File: src/rtl/seq_pattern_generator.sv
// rtl/seq_pattern_generator.sv - repeating MSB-first serial pattern generator; SEQ_GEN_PARITY_EN adds a parity bit per repetition
module seq_pattern_generator #(
    parameter int               WIDTH   = 4,
    parameter logic [WIDTH-1:0] PATTERN = 4'b1011,
    parameter int               REP_W   = 4
) (
    input  logic             clk,
    input  logic             reset,
    input  logic             load,
    input  logic [WIDTH-1:0] pat_in,
    input  logic             start,
    input  logic [REP_W-1:0] count,
    input  logic             stall,
    output logic             serial_out,
    output logic             out_valid,
    output logic             busy,
    output logic             done
);
    localparam int               IDX_W   = $clog2(WIDTH);
    localparam logic [IDX_W-1:0] MSB_IDX = IDX_W'(WIDTH - 1);

`ifdef SEQ_GEN_PARITY_EN
    typedef enum logic [1:0] {S_IDLE = 2'd0, S_SHIFT = 2'd1, S_PARITY = 2'd2, S_DONE = 2'd3} state_t;
`else
    typedef enum logic [1:0] {S_IDLE = 2'd0, S_SHIFT = 2'd1, S_DONE = 2'd3} state_t;
`endif

    state_t           state, state_nxt;
    logic [WIDTH-1:0] pat_reg, tx_pat, start_pat;
    logic [REP_W-1:0] count_lat, rep_cnt;
    logic [IDX_W-1:0] bit_idx, idx_dn;
    logic             last_bit, last_rep;
    logic             serial_nxt, valid_nxt, busy_nxt, done_nxt;

    // A load in the start cycle overrides the stored pattern for this transmission
    assign start_pat = load ? pat_in : pat_reg;
    assign idx_dn    = bit_idx - 1'b1;
    assign last_bit  = (bit_idx == '0);
    assign last_rep  = (rep_cnt == count_lat);

    always_ff @(posedge clk or posedge reset) begin
        if (reset) state <= S_IDLE;
        else       state <= state_nxt;
    end

    always_comb begin
        state_nxt = S_IDLE;
        case (state)
            S_IDLE:  state_nxt = start ? S_SHIFT : S_IDLE;
            S_SHIFT: begin
                if (stall || !last_bit)
                    state_nxt = S_SHIFT;
`ifdef SEQ_GEN_PARITY_EN
                else
                    state_nxt = S_PARITY;
`else
                else
                    state_nxt = last_rep ? S_DONE : S_SHIFT;
`endif
            end
`ifdef SEQ_GEN_PARITY_EN
            S_PARITY: begin
                if (stall)         state_nxt = S_PARITY;
                else if (last_rep) state_nxt = S_DONE;
                else               state_nxt = S_SHIFT;
            end
`endif
            S_DONE:  state_nxt = S_IDLE;
            default: state_nxt = S_IDLE;
        endcase
    end

    // Next values of the registered outputs; stall re-presents the current ones
    always_comb begin
        serial_nxt = 1'b0;
        valid_nxt  = 1'b0;
        busy_nxt   = 1'b0;
        done_nxt   = 1'b0;
        case (state)
            S_IDLE: begin
                if (start) begin
                    serial_nxt = start_pat[WIDTH-1];
                    valid_nxt  = 1'b1;
                    busy_nxt   = 1'b1;
                end
            end
            S_SHIFT: begin
                if (stall) begin
                    serial_nxt = serial_out;
                    valid_nxt  = out_valid;
                    busy_nxt   = busy;
                end else if (!last_bit) begin
                    serial_nxt = tx_pat[idx_dn];
                    valid_nxt  = 1'b1;
                    busy_nxt   = 1'b1;
`ifdef SEQ_GEN_PARITY_EN
                end else begin
                    serial_nxt = ^tx_pat;
                    valid_nxt  = 1'b1;
                    busy_nxt   = 1'b1;
                end
`else
                end else if (!last_rep) begin
                    serial_nxt = tx_pat[WIDTH-1];
                    valid_nxt  = 1'b1;
                    busy_nxt   = 1'b1;
                end else begin
                    done_nxt   = 1'b1;
                end
`endif
            end
`ifdef SEQ_GEN_PARITY_EN
            S_PARITY: begin
                if (stall) begin
                    serial_nxt = serial_out;
                    valid_nxt  = out_valid;
                    busy_nxt   = busy;
                end else if (!last_rep) begin
                    serial_nxt = tx_pat[WIDTH-1];
                    valid_nxt  = 1'b1;
                    busy_nxt   = 1'b1;
                end else begin
                    done_nxt   = 1'b1;
                end
            end
`endif
            default: ;
        endcase
    end

    always_ff @(posedge clk or posedge reset) begin
        if (reset) begin
            serial_out <= 1'b0;
            out_valid  <= 1'b0;
            busy       <= 1'b0;
            done       <= 1'b0;
        end else begin
            serial_out <= serial_nxt;
            out_valid  <= valid_nxt;
            busy       <= busy_nxt;
            done       <= done_nxt;
        end
    end

    always_ff @(posedge clk or posedge reset) begin
        if (reset) begin
            pat_reg   <= PATTERN;
            tx_pat    <= PATTERN;
            count_lat <= '0;
            bit_idx   <= '0;
            rep_cnt   <= '0;
        end else begin
            case (state)
                S_IDLE: begin
                    if (load) pat_reg <= pat_in;
                    if (start) begin
                        tx_pat    <= start_pat;
                        count_lat <= count;
                        bit_idx   <= MSB_IDX;
                        rep_cnt   <= '0;
                    end
                end
                S_SHIFT: begin
                    if (!stall && !last_bit) begin
                        bit_idx <= idx_dn;
`ifndef SEQ_GEN_PARITY_EN
                    end else if (!stall && !last_rep) begin
                        bit_idx <= MSB_IDX;
                        rep_cnt <= rep_cnt + 1'b1;
`endif
                    end
                end
`ifdef SEQ_GEN_PARITY_EN
                S_PARITY: begin
                    if (!stall && !last_rep) begin
                        bit_idx <= MSB_IDX;
                        rep_cnt <= rep_cnt + 1'b1;
                    end
                end
`endif
                default: ;
            endcase
        end
    end
endmodule

File: config.mk
export PLATFORM = sky130hd
export DESIGN_NAME = seq_pattern_generator
export DESIGN_NICKNAME = d
export VERILOG_FILES = /design/src/rtl/seq_pattern_generator.sv
export SDC_FILE = /design/constraint.sdc
export NUM_CORES = 1
export LEC_CHECK = 0
export ABC_AREA = 1
export BUFFER_PORTS_ARGS = -buffer_cell sky130_fd_sc_hd__buf_2
export CORE_ASPECT_RATIO = 1.75
export CORE_MARGIN = 2
export CORE_UTILIZATION = 46
export CTS_BUF_LIST = sky130_fd_sc_hd__clkbuf_4 sky130_fd_sc_hd__clkbuf_8 sky130_fd_sc_hd__clkbuf_16
export DETAILED_ROUTE_END_ITERATION = 7
export GPL_TIMING_DRIVEN = 0
export HOLD_SLACK_MARGIN = 0.03
export MAX_ROUTING_LAYER = met4
export PLACE_DENSITY = 0.66
export RECOVER_POWER = 100
export SYNTH_ARGS = -nofsm -noshare
export SYNTH_HDL_FRONTEND = slang
export SYNTH_SLANG_ARGS = --single-unit
File: constraint.sdc
create_clock -name clk -period 4.25 [get_ports clk]
set_clock_uncertainty 0.15 [all_clocks]
set_input_delay 0.6375 -clock clk [delete_from_list [all_inputs] [get_ports clk]]
set_output_delay 0.6375 -clock clk [all_outputs]
set_load 0.05 [all_outputs]
==> run_results.csv, run 1 <==
group,metric,value,unit
sta,fmax,0.455,GHz
pwr,p_per_area,725,nW/um2
logic_synthesis,synth_top_area_cell,"dfrtp_1",
sta,timing.final.max_slew_violations,0,
routing,ant_nets,0,
cts,hold_buffers,0,
logic_synthesis,synth_nets,172,
critical_path,cp.required,4240,ps
routing,drt_first_pass_iters,4,
routing,num_vias,993,
pwr,irDropWorstVdd,0.372,mV
floorplan,fp.dieArea,3120,um2
sta,final-hold-violation-count,0,
floorplan,num_rows,24,
sta,slew_headroom,0.427,
cts,clockBufferDepth,2,
final_layout,fin_nets,193,
routing,route.met2.wl,1.19,mm
sta,rsz0062_at_grt,"false",
logic_synthesis,yosysWarnings,0,
routing,first_iter_violations,15,
global_routing,grt_start_max_net_pins,24,
cts,cts_root_buf,"clkbuf_8",
logic_synthesis,yosysUniqueCellTypes,25,
sta,setup_viol,0,
global_routing,antenna_found_initial,0,
routing,viasPerCell,4.89,
global_routing,overflow,0,
global_routing,track_usage,0.175,
logic_synthesis,ys_ff_latch,23,
logic_synthesis,synthArstFlopShare,1.00,
final_layout,fillCellCount,256,
global_routing,grt_pass1_wl,4.03,mm
cts,cts_resized,0,
placement,numPortBuffers,16,
logic_synthesis,postSynthCellCount,157,
critical_path,endpoint_kind,"register",
routing,top_layer,"met4",
critical_path,crit_type,"register to register",
final_layout,syn_to_final_growth,9.96,%
pwr,leakagePower,0.711,nW
pwr,total_power,0.000982,W
routing,wl_met1,971,um
logic_synthesis,synth.cell_area,1230,um2
cts,post-cts-setup-buffers,0,
placement,place.gp.congestion,0.787,
run_status,status,"finished clean",
logic_synthesis,synthFlopType,"dfrtp_1",
floorplan,io_pins,17,
critical_path,start_kind,"register",
global_routing,grt_pass1_vias,969,
floorplan,start_util,0.488,
sta,min_period_over_period,0.517,
floorplan,chipWidth,43.1,um
routing,wirelength,2.28,mm
logic_synthesis,synth-seq-area-share,0.474,
cts,cts_sinks,23,
critical_path,worstPathMaxFanout,10,
cts,cts_inserted_buffers,3,
logic_synthesis,yosys.area.top_type_share,0.346,
cts,cts.clk_slew.worst_paths,80,ps
logic_synthesis,yosys-top-cells-count,"nand2_1, inv_1, dfrtp_1, o21ai_0",
critical_path,critPathArrivalTime,2190,ps
floorplan,die_h,72.4,um
routing,wl_per_cell,11.2,um
sta,tightest_slew,858,ps
final_layout,antennaDiodeCount,0,
routing,drc,0,
floorplan,coreArea,2520,um2
sta,post-route-min-period,2200,ps
min_path,hp-class,"register to register",
logic_synthesis,avgSynthCellArea,7.84,um2
logic_synthesis,synth_edf_count,0,
final_layout,drive_gt1_frac,0.186,
critical_path,worst_path_max_delay_cell,"nor2_1",
logic_synthesis,yosys-top-cells-area,"dfrtp_1, nand2_1, dfstp_2",
routing,wl_met3,52,um
cts,h-tree-depth,1,
cts,cts_tree,"yes",
job,max_cap_viol_count,0,
logic_synthesis,yosysMostFrequentCell,"nand2_1",
critical_path,max_stage_delay,490,ps
placement,dp_hpwl,1.73,mm
cts,clk_latency,270,ps
sta,final.setup.tns,0,ps
critical_path,path_cells,"nor2_1 -> nand2_1 -> inv_1 -> clkbuf_1 -> o21ai_0",
==> cell type report <==
cell class	count	area, um2	area share
inverters	23	86.3	0.0638
repair buffers	16	75.1	0.0555
multi-input cells	109	517	0.382
plain buffers	2	11.3	0.00832
clock buffers	4	48.8	0.0360
flip-flops and latches	23	583	0.431
well taps	26	32.5	0.0240
==> per-layer routing <==
metal	GRT usage	vias to the layer above
li1	-	518
met1	0.187	453
met2	0.303	17
met3	0.0224	5
met4	0.0943	0
met5	-	-
==> worst paths after layout <==
path | start | end | slack, ps | cells past startpoint
min in group asynchronous | reset | count_lat[0]$_DFFE_PP0P_ | 380 | 2
setup reg to reg | state[0]$_DFF_PP0_ | count_lat[1]$_DFFE_PP0P_ | 2050 | 5
hold reg to reg | tx_pat[1]$_DFFE_PP1P_ | tx_pat[1]$_DFFE_PP1P_ | 320 | 2
hold / removal | tx_pat[1]$_DFFE_PP1P_ | tx_pat[1]$_DFFE_PP1P_ | 320 | 2
max in group asynchronous | reset | pat_reg[2]$_DFFE_PP0N_ | 3040 | 2
setup / recovery | state[0]$_DFF_PP0_ | count_lat[1]$_DFFE_PP0P_ | 2050 | 5
==> cell families (layout without fill, tap and decap cells) <==
group,after synthesis,in the layout,share of synthesized area
xor+xnor,2,2,0.0142
buf+inv,25,45,0.0854
fa+ha+maj,2,2,0.0203
compound gates,18,18,0.0874
flops,23,23,0.474
simple gates,87,87,0.319
==> metrics by stage <==
stage               worst slack (ps)  hold WS, ps  utilization  instance area, um2  std cells
CTS                             2460          328        0.552                1390        203
detailed placement              2640          312        0.533                1340        199
global placement                2670          307        0.533                1340        199
finish                          2050          325        0.537                1350        203
global route                    1850          347        0.537                1350        203
floorplan                       2560          297            -                1230        157
==> layout by cell type (no fill, tap or decap), types with 2 or more instances in the layout <==
cell type,n
clkbuf_8,3
o21ai_0,12
nand2_1,62
nor3_1,2
nor2_2,2
buf_2,12
dfstp_2,6
nand2_4,3
inv_2,2
nor2_1,8
clkbuf_1,5
dfrtp_1,17
ha_1,2
inv_1,21
nand3_1,7
a21oi_1,3
==> report_power, final <==
part / leakage, nW / internal [W] / total (W) / switching [W]
Clock: 0.0262 / 0.0000735 / 0.000143 / 0.0000698
Sequential: 0.271 / 0.000330 / 0.000393 / 0.0000631
Combinational: 0.413 / 0.000156 / 0.000445 / 0.000289
Total: 0.711 / 0.000560 / 0.000982 / 0.000422
==> critical path: cells and delay by family, from the launching register on <==
kind	cells	cell delay, ps
AOI/OAI and AO/OA	1	130
and+or+nand+nor	2	820
DFF	1	420
buffers and inverters	2	550
Note: power is estimated with default switching activity, not from simulation.
==> run 2, diff against run 1 <==
ABC_AREA = 0   (was 1)
PLACE_DENSITY = 0.67   (was 0.66)
clock period = 2.2 ns   (was 4.25 ns; I/O delays follow)
==> run_results.csv, run 2 <==
group,metric,value,unit
pwr,clkPwrFrac,0.171,
final_layout,drive_gt1_frac,0.351,
pwr,total_power,0.00162,W
cts,cts_resized,0,
global_routing,overflow,0,
cts,post-cts-setup-buffers,0,
pwr,swShare,0.347,
sta,min_period_over_period,0.924,
floorplan,io_pins,17,
routing,drt_first_pass_iters,3,
placement,dp_hpwl,1.56,mm
logic_synthesis,yosys-top-cells-area,"dfrtp_1, dfstp_2, mux2_2",
pwr,internal_power,0.00106,W
cts,clockBufferDepth,2,
logic_synthesis,yosysWarnings,0,
pwr,combPwrFrac,0.358,
critical_path,reg2reg_to,"busy$_DFFE_PP0P_",
critical_path,path_cells,"xor2_1 -> nor4_1 -> a21oi_1 -> or3_1",
sta,final.setup.tns,0,ps
critical_path,endpoint,"busy$_DFFE_PP0P_",
placement,place.gp.congestion,0.744,
final_layout,antennaDiodeCount,0,
sta,slew_headroom,0.430,
critical_path,max_stage_delay,650,ps
critical_path,crit_type,"register to register",
sta,setup_viol,0,
routing,wirelength,2.11,mm
sta,tightest_slew,854,ps
floorplan,fp.dieArea,2930,um2
job,max_cap_viol_count,0,
pwr,p_sw,0.000562,W
cts,h-tree-depth,1,
final_layout,syn_to_final_growth,12.2,%
critical_path,worstPathMaxFanout,5,
routing,num_vias,773,
cts,cts_sinks,23,
routing,first_iter_violations,14,
final_layout,fin_nets,130,
min_path,hp-class,"input port to asynchronous set/reset pin",
logic_synthesis,yosys.area.top_type_share,0.370,
sta,rsz0062_at_grt,"false",
critical_path,rr_startpoint,"rep_cnt[0]$_DFFE_PP0P_",
sta,fmax,0.492,GHz
logic_synthesis,synth.cell_area,1150,um2
pwr,leakagePower,0.588,nW
floorplan,start_util,0.472,
sta,timing.final.max_slew_violations,0,
critical_path,path_delay_family,"simple AND/OR/NAND/NOR gates",
critical_path,critical_path_cell_count,4,
logic_synthesis,postSynthCellCount,95,
placement,numPortBuffers,15,
placement,placedCellCount,136,
run_status,status,"finished clean",
logic_synthesis,synthFlopType,"dfrtp_1",
floorplan,num_rows,24,
cts,cts_inserted_buffers,3,
floorplan,die_h,70.1,um
cts,cts_tree,"yes",
critical_path,rr_worst_depth,4,
global_routing,track_usage,0.162,
critical_path,cp.required,2200,ps
logic_synthesis,yosysUniqueCellTypes,35,
global_routing,grt_pass1_wl,3.48,mm
sta,hold_slack,78.5,ps
critical_path,start_kind,"register",
routing,ant_nets,0,
logic_synthesis,yosys-top-cells-count,"dfrtp_1, mux2_2, a21oi_1, dfstp_2",
final_layout,layout_commonest_cell,"dfrtp_1",
critical_path,worst_path_max_delay_cell,"nor4_1",
routing,wl_per_cell,15.1,um
final_layout,utilization,0.530,
pwr,p_per_area,1260,nW/um2
cts,clk_latency,270,ps
logic_synthesis,synth_nets,110,
final_layout,final_cells,140,
logic_synthesis,yosysMostFrequentCell,"dfrtp_1",
global_routing,grt_start_max_net_pins,24,
routing,drc,0,
critical_path,critPathArrivalTime,2040,ps
logic_synthesis,synth_edf_count,0,
sta,final-hold-violation-count,0,
logic_synthesis,synth_top_area_cell,"dfrtp_1",
routing,viasPerCell,5.52,
pwr,seqPwrFrac,0.471,
logic_synthesis,avgSynthCellArea,12.1,um2
critical_path,crit_start,"rep_cnt[0]$_DFFE_PP0P_",
final_layout,final_cell_mix,"dfrtp_1, buf_2, mux2_2",
global_routing,antenna_found_initial,0,
cts,cts_root_buf,"clkbuf_8",
critical_path,crit_buf_inv,0,
cts,cts.clk_slew.worst_paths,80,ps
critical_path,rrSetupSlack,170,ps
floorplan,chipWidth,41.8,um
logic_synthesis,synth-seq-area-share,0.508,
global_routing,grt_pass1_vias,849,
logic_synthesis,ys_ff_latch,23,
floorplan,coreArea,2430,um2
cts,hold_buffers,0,
pwr,irDropWorstVdd,0.638,mV
critical_path,endpoint_kind,"register",
sta,post-route-min-period,2030,ps
logic_synthesis,synthArstFlopShare,1.00,
final_layout,fillCellCount,217,
-- run 2: cell families after synthesis --
family / share of synthesized area
AND/OR/NAND/NOR: 0.149
AO/OA/AOI/OAI: 0.101
buffers and inverters: 0.0381
multiplexers: 0.151
XOR/XNOR: 0.0305
adder cells (fa/ha/maj): 0.0218
flip-flops: 0.508
-- run 2: per-layer routing --
| layer | part of all wire | global-route usage |
|---|---|---|
| met4 | 0.026 | 0.100 |
| met2 | 0.55 | 0.295 |
| met1 | 0.39 | 0.154 |
| met5 | 0 | - |
| met3 | 0.029 | 0.0181 |
-- run 2: per-stage QoR --
step | setup slack [ps] | area [um2]
global placement | 349 | 1260
finish | 168 | 1290
CTS | 315 | 1310
floorplan | 549 | 1150
detailed placement | 336 | 1260
global route | 95.0 | 1290
-- run 2: worst min path at each step --
stage	start	to	slack (ps)
3_3_place_gp	rep_cnt[3]$_DFFE_PP0P_	rep_cnt[3]$_DFFE_PP0P_	330
4_1_cts	reset	pat_reg[2]$_DFFE_PP0N_	120
6_report	reset	state[0]$_DFF_PP0_	80
3_5_place_dp	tx_pat[1]$_DFFE_PP1P_	tx_pat[1]$_DFFE_PP1P_	340
5_1_grt	count[2]	count_lat[2]$_DFFE_PP0P_	140
2_1_floorplan	reset	bit_idx[0]$_DFFE_PP0P_	180
-- run 2: layout make-up --
class                   count  area (um2)  share of cell area
flip-flops and latches     23         583               0.452
multi-input cells          63         510               0.396
repair buffers             15        70.1              0.0544
clock buffers               4        48.8              0.0379
well taps                  26        32.5              0.0252
plain buffers               5        28.8              0.0223
inverters                   4        15.0              0.0117
-- run 2: power by group through the flow --
| stage | clock network, W | logic, W | registers, W |
|---|---|---|---|
| after floorplan | 0 | 0.000450 | 0.000783 |
| after detailed placement | 0 | 0.000602 | 0.000771 |
| after global routing | 0.000293 | 0.000652 | 0.000782 |
| final | 0.000277 | 0.000580 | 0.000762 |
| after CTS | 0.000281 | 0.000606 | 0.000762 |
| after global placement | 0 | 0.000582 | 0.000761 |
-- run 2: worst reg2reg max path, delay by kind of cell (launching register included) --
kind,cells,cell delay (ps)
xor gates and xnor gates,1,200
DFF,1,420
AOI/OAI and AO/OA,1,150
and+or+nand+nor,2,1010
==> run 3, diff against run 2 <==
--- a/config.mk
+++ b/config.mk
@@ -16,5 +16,5 @@
 export HOLD_SLACK_MARGIN = 0.03
 export MAX_ROUTING_LAYER = met4
-export PLACE_DENSITY = 0.67
+export PLACE_DENSITY = 0.71
 export RECOVER_POWER = 100
 export SYNTH_ARGS = -nofsm -noshare
==> constraint.sdc (replaced) <==
create_clock -name clk -period 2.2 [get_ports clk]
set_clock_uncertainty 0.15 [all_clocks]
set_input_delay 0.22 -clock clk [delete_from_list [all_inputs] [get_ports clk]]
set_output_delay 0.22 -clock clk [all_outputs]
set_load 0.05 [all_outputs]
==> run_results.csv, run 3 (synthesized netlist as in run 2, its figures left out) <==
group,metric,value,unit
run_status,status,"finished clean",
final_layout,utilization,0.535,
sta,final-hold-violation-count,0,
pwr,p_per_area,1240,nW/um2
routing,wirelength,2.07,mm
job,max_cap_viol_count,0,
global_routing,gr-usage-met3,0.0181,
global_routing,antenna_found_initial,0,
global_routing,use_met2,0.306,
final_layout,fin_nets,131,
cts,cts_resized,0,
global_routing,overflow,0,
sta,rsz0062_at_grt,"false",
sta,fmax,0.534,GHz
routing,num_vias,786,
placement,dp_hpwl,1.56,mm
sta,final.setup.tns,0,ps
pwr,swShare,0.352,
critical_path,rr_startpoint,"state[1]$_DFF_PP0_",
min_path,hp-start,"count[2]",
final_layout,antennaDiodeCount,0,
pwr,irDropWorstVdd,0.735,mV
routing,wl_per_cell,14.7,um
placement,placed_cell_area,1260,um2
cts,cts_sinks,23,
critical_path,cp.required,2200,ps
pwr,combPwrFrac,0.368,
critical_path,rr_worst_depth,4,
placement,numPortBuffers,15,
cts,cts_root_buf,"clkbuf_8",
critical_path,rrSetupSlack,330,ps
final_layout,syn_to_final_growth,13.4,%
routing,viasPerCell,5.57,
cts,hold_buffers,1,
routing,ant_nets,0,
floorplan,start_util,0.472,
global_routing,grt_pass1_wl,3.64,mm
min_path,whs_path_depth,2,
final_layout,design_area,1300,um2
final_layout,final_cell_mix,"dfrtp_1, buf_2, mux2_2",
global_routing,track_usage,0.164,
floorplan,fp.dieArea,2930,um2
sta,tightest_slew,858,ps
critical_path,critPathArrivalTime,1870,ps
cts,clockBufferDepth,2,
global_routing,use_met1,0.169,
pwr,clkPwrFrac,0.161,
cts,cts_tree,"yes",
final_layout,fillCellCount,211,
placement,placedCellCount,136,
cts,h-tree-depth,1,
placement,place.gp.congestion,0.743,
min_path,holdPathEnd,"count_lat[2]$_DFFE_PP0P_",
cts,post-cts-setup-buffers,0,
floorplan,num_rows,24,
final_layout,drive_gt1_frac,0.357,
critical_path,crit_type,"register to register",
critical_path,reg2reg_to,"rep_cnt[0]$_DFFE_PP0P_",
pwr,internal_power,0.00105,W
sta,timing.final.max_slew_violations,0,
sta,post-route-min-period,1870,ps
critical_path,worstPathMaxFanout,7,
floorplan,die_h,70.1,um
routing,drt_first_pass_iters,4,
global_routing,grt_pass1_vias,854,
floorplan,chipWidth,41.8,um
floorplan,io_pins,17,
final_layout,final_cells,141,
critical_path,start_kind,"register",
cts,cts_inserted_buffers,3,
sta,slew_headroom,0.428,
pwr,p_sw,0.000570,W
cts,cts.clk_slew.worst_paths,80,ps
global_routing,grt_start_max_net_pins,24,
final_layout,layout_commonest_cell,"dfrtp_1",
floorplan,coreArea,2430,um2
routing,drc,0,
min_path,hp-class,"input port to register",
sta,setup_viol,0,
pwr,leakagePower,0.592,nW
pwr,seqPwrFrac,0.471,
global_routing,grt.busiest_layer,"met2",
critical_path,endpoint_kind,"register",
cts,clk_latency,260,ps
routing,first_iter_violations,23,
sta,min_period_over_period,0.850,
-- run 3: how the worst max path moves through the flow --
stage	startpoint	to	slack, ps	depth (start not counted)
floorplan	rep_cnt[0]$_DFFE_PP0P_	busy$_DFFE_PP0P_	550	4
global placement	state[1]$_DFF_PP0_	rep_cnt[0]$_DFFE_PP0P_	390	4
detailed placement	rep_cnt[1]$_DFFE_PP0P_	busy$_DFFE_PP0P_	360	4
CTS	state[1]$_DFF_PP0_	rep_cnt[0]$_DFFE_PP0P_	320	4
global route	state[0]$_DFF_PP0_	bit_idx[1]$_DFFE_PP0P_	190	5
finish	state[1]$_DFF_PP0_	rep_cnt[0]$_DFFE_PP0P_	330	4
-- run 3: area by class of cell --
class,instances,area [um2],share of cell area
sequential,23,583,0.448
multi-input combinational,63,517,0.397
timing repair buffer,16,80.1,0.0615
clock buffer,3,41.3,0.0317
tap,26,32.5,0.0250
buffer,5,28.8,0.0221
inverter,4,15.0,0.0115
clock inverter,1,5.00,0.00384
-- run 3: critical path: stages (launching register included) --
cell	delay, ps
dfrtp_1	470
nor3b_2	310
o41a_1	360
o22ai_1	160
mux2_2	300
-- run 3: metrics by stage --
step	power, W	hold slack (ps)	setup WS [ps]
global placement	0.00134	288	390
floorplan	0.00123	67.5	549
finish	0.00162	31.8	329
CTS	0.00163	37.8	318
detailed placement	0.00137	286	365
global route	0.00173	43.2	193
-- run 3: per-layer routing --
layer,share of wire,vias up
met4,0.020,0
li1,-,390
met5,0,-
met3,0.030,5
met1,0.38,378
met2,0.57,13
-- run 3: power by group through the flow --
stage                     clock network (W)  logic (W)  registers [W]
after floorplan                           0   0.000450       0.000783
after global placement                    0   0.000577       0.000761
after detailed placement                  0   0.000596       0.000774
after CTS                          0.000263   0.000605       0.000765
after global routing               0.000278   0.000664       0.000788
final                              0.000261   0.000595       0.000763
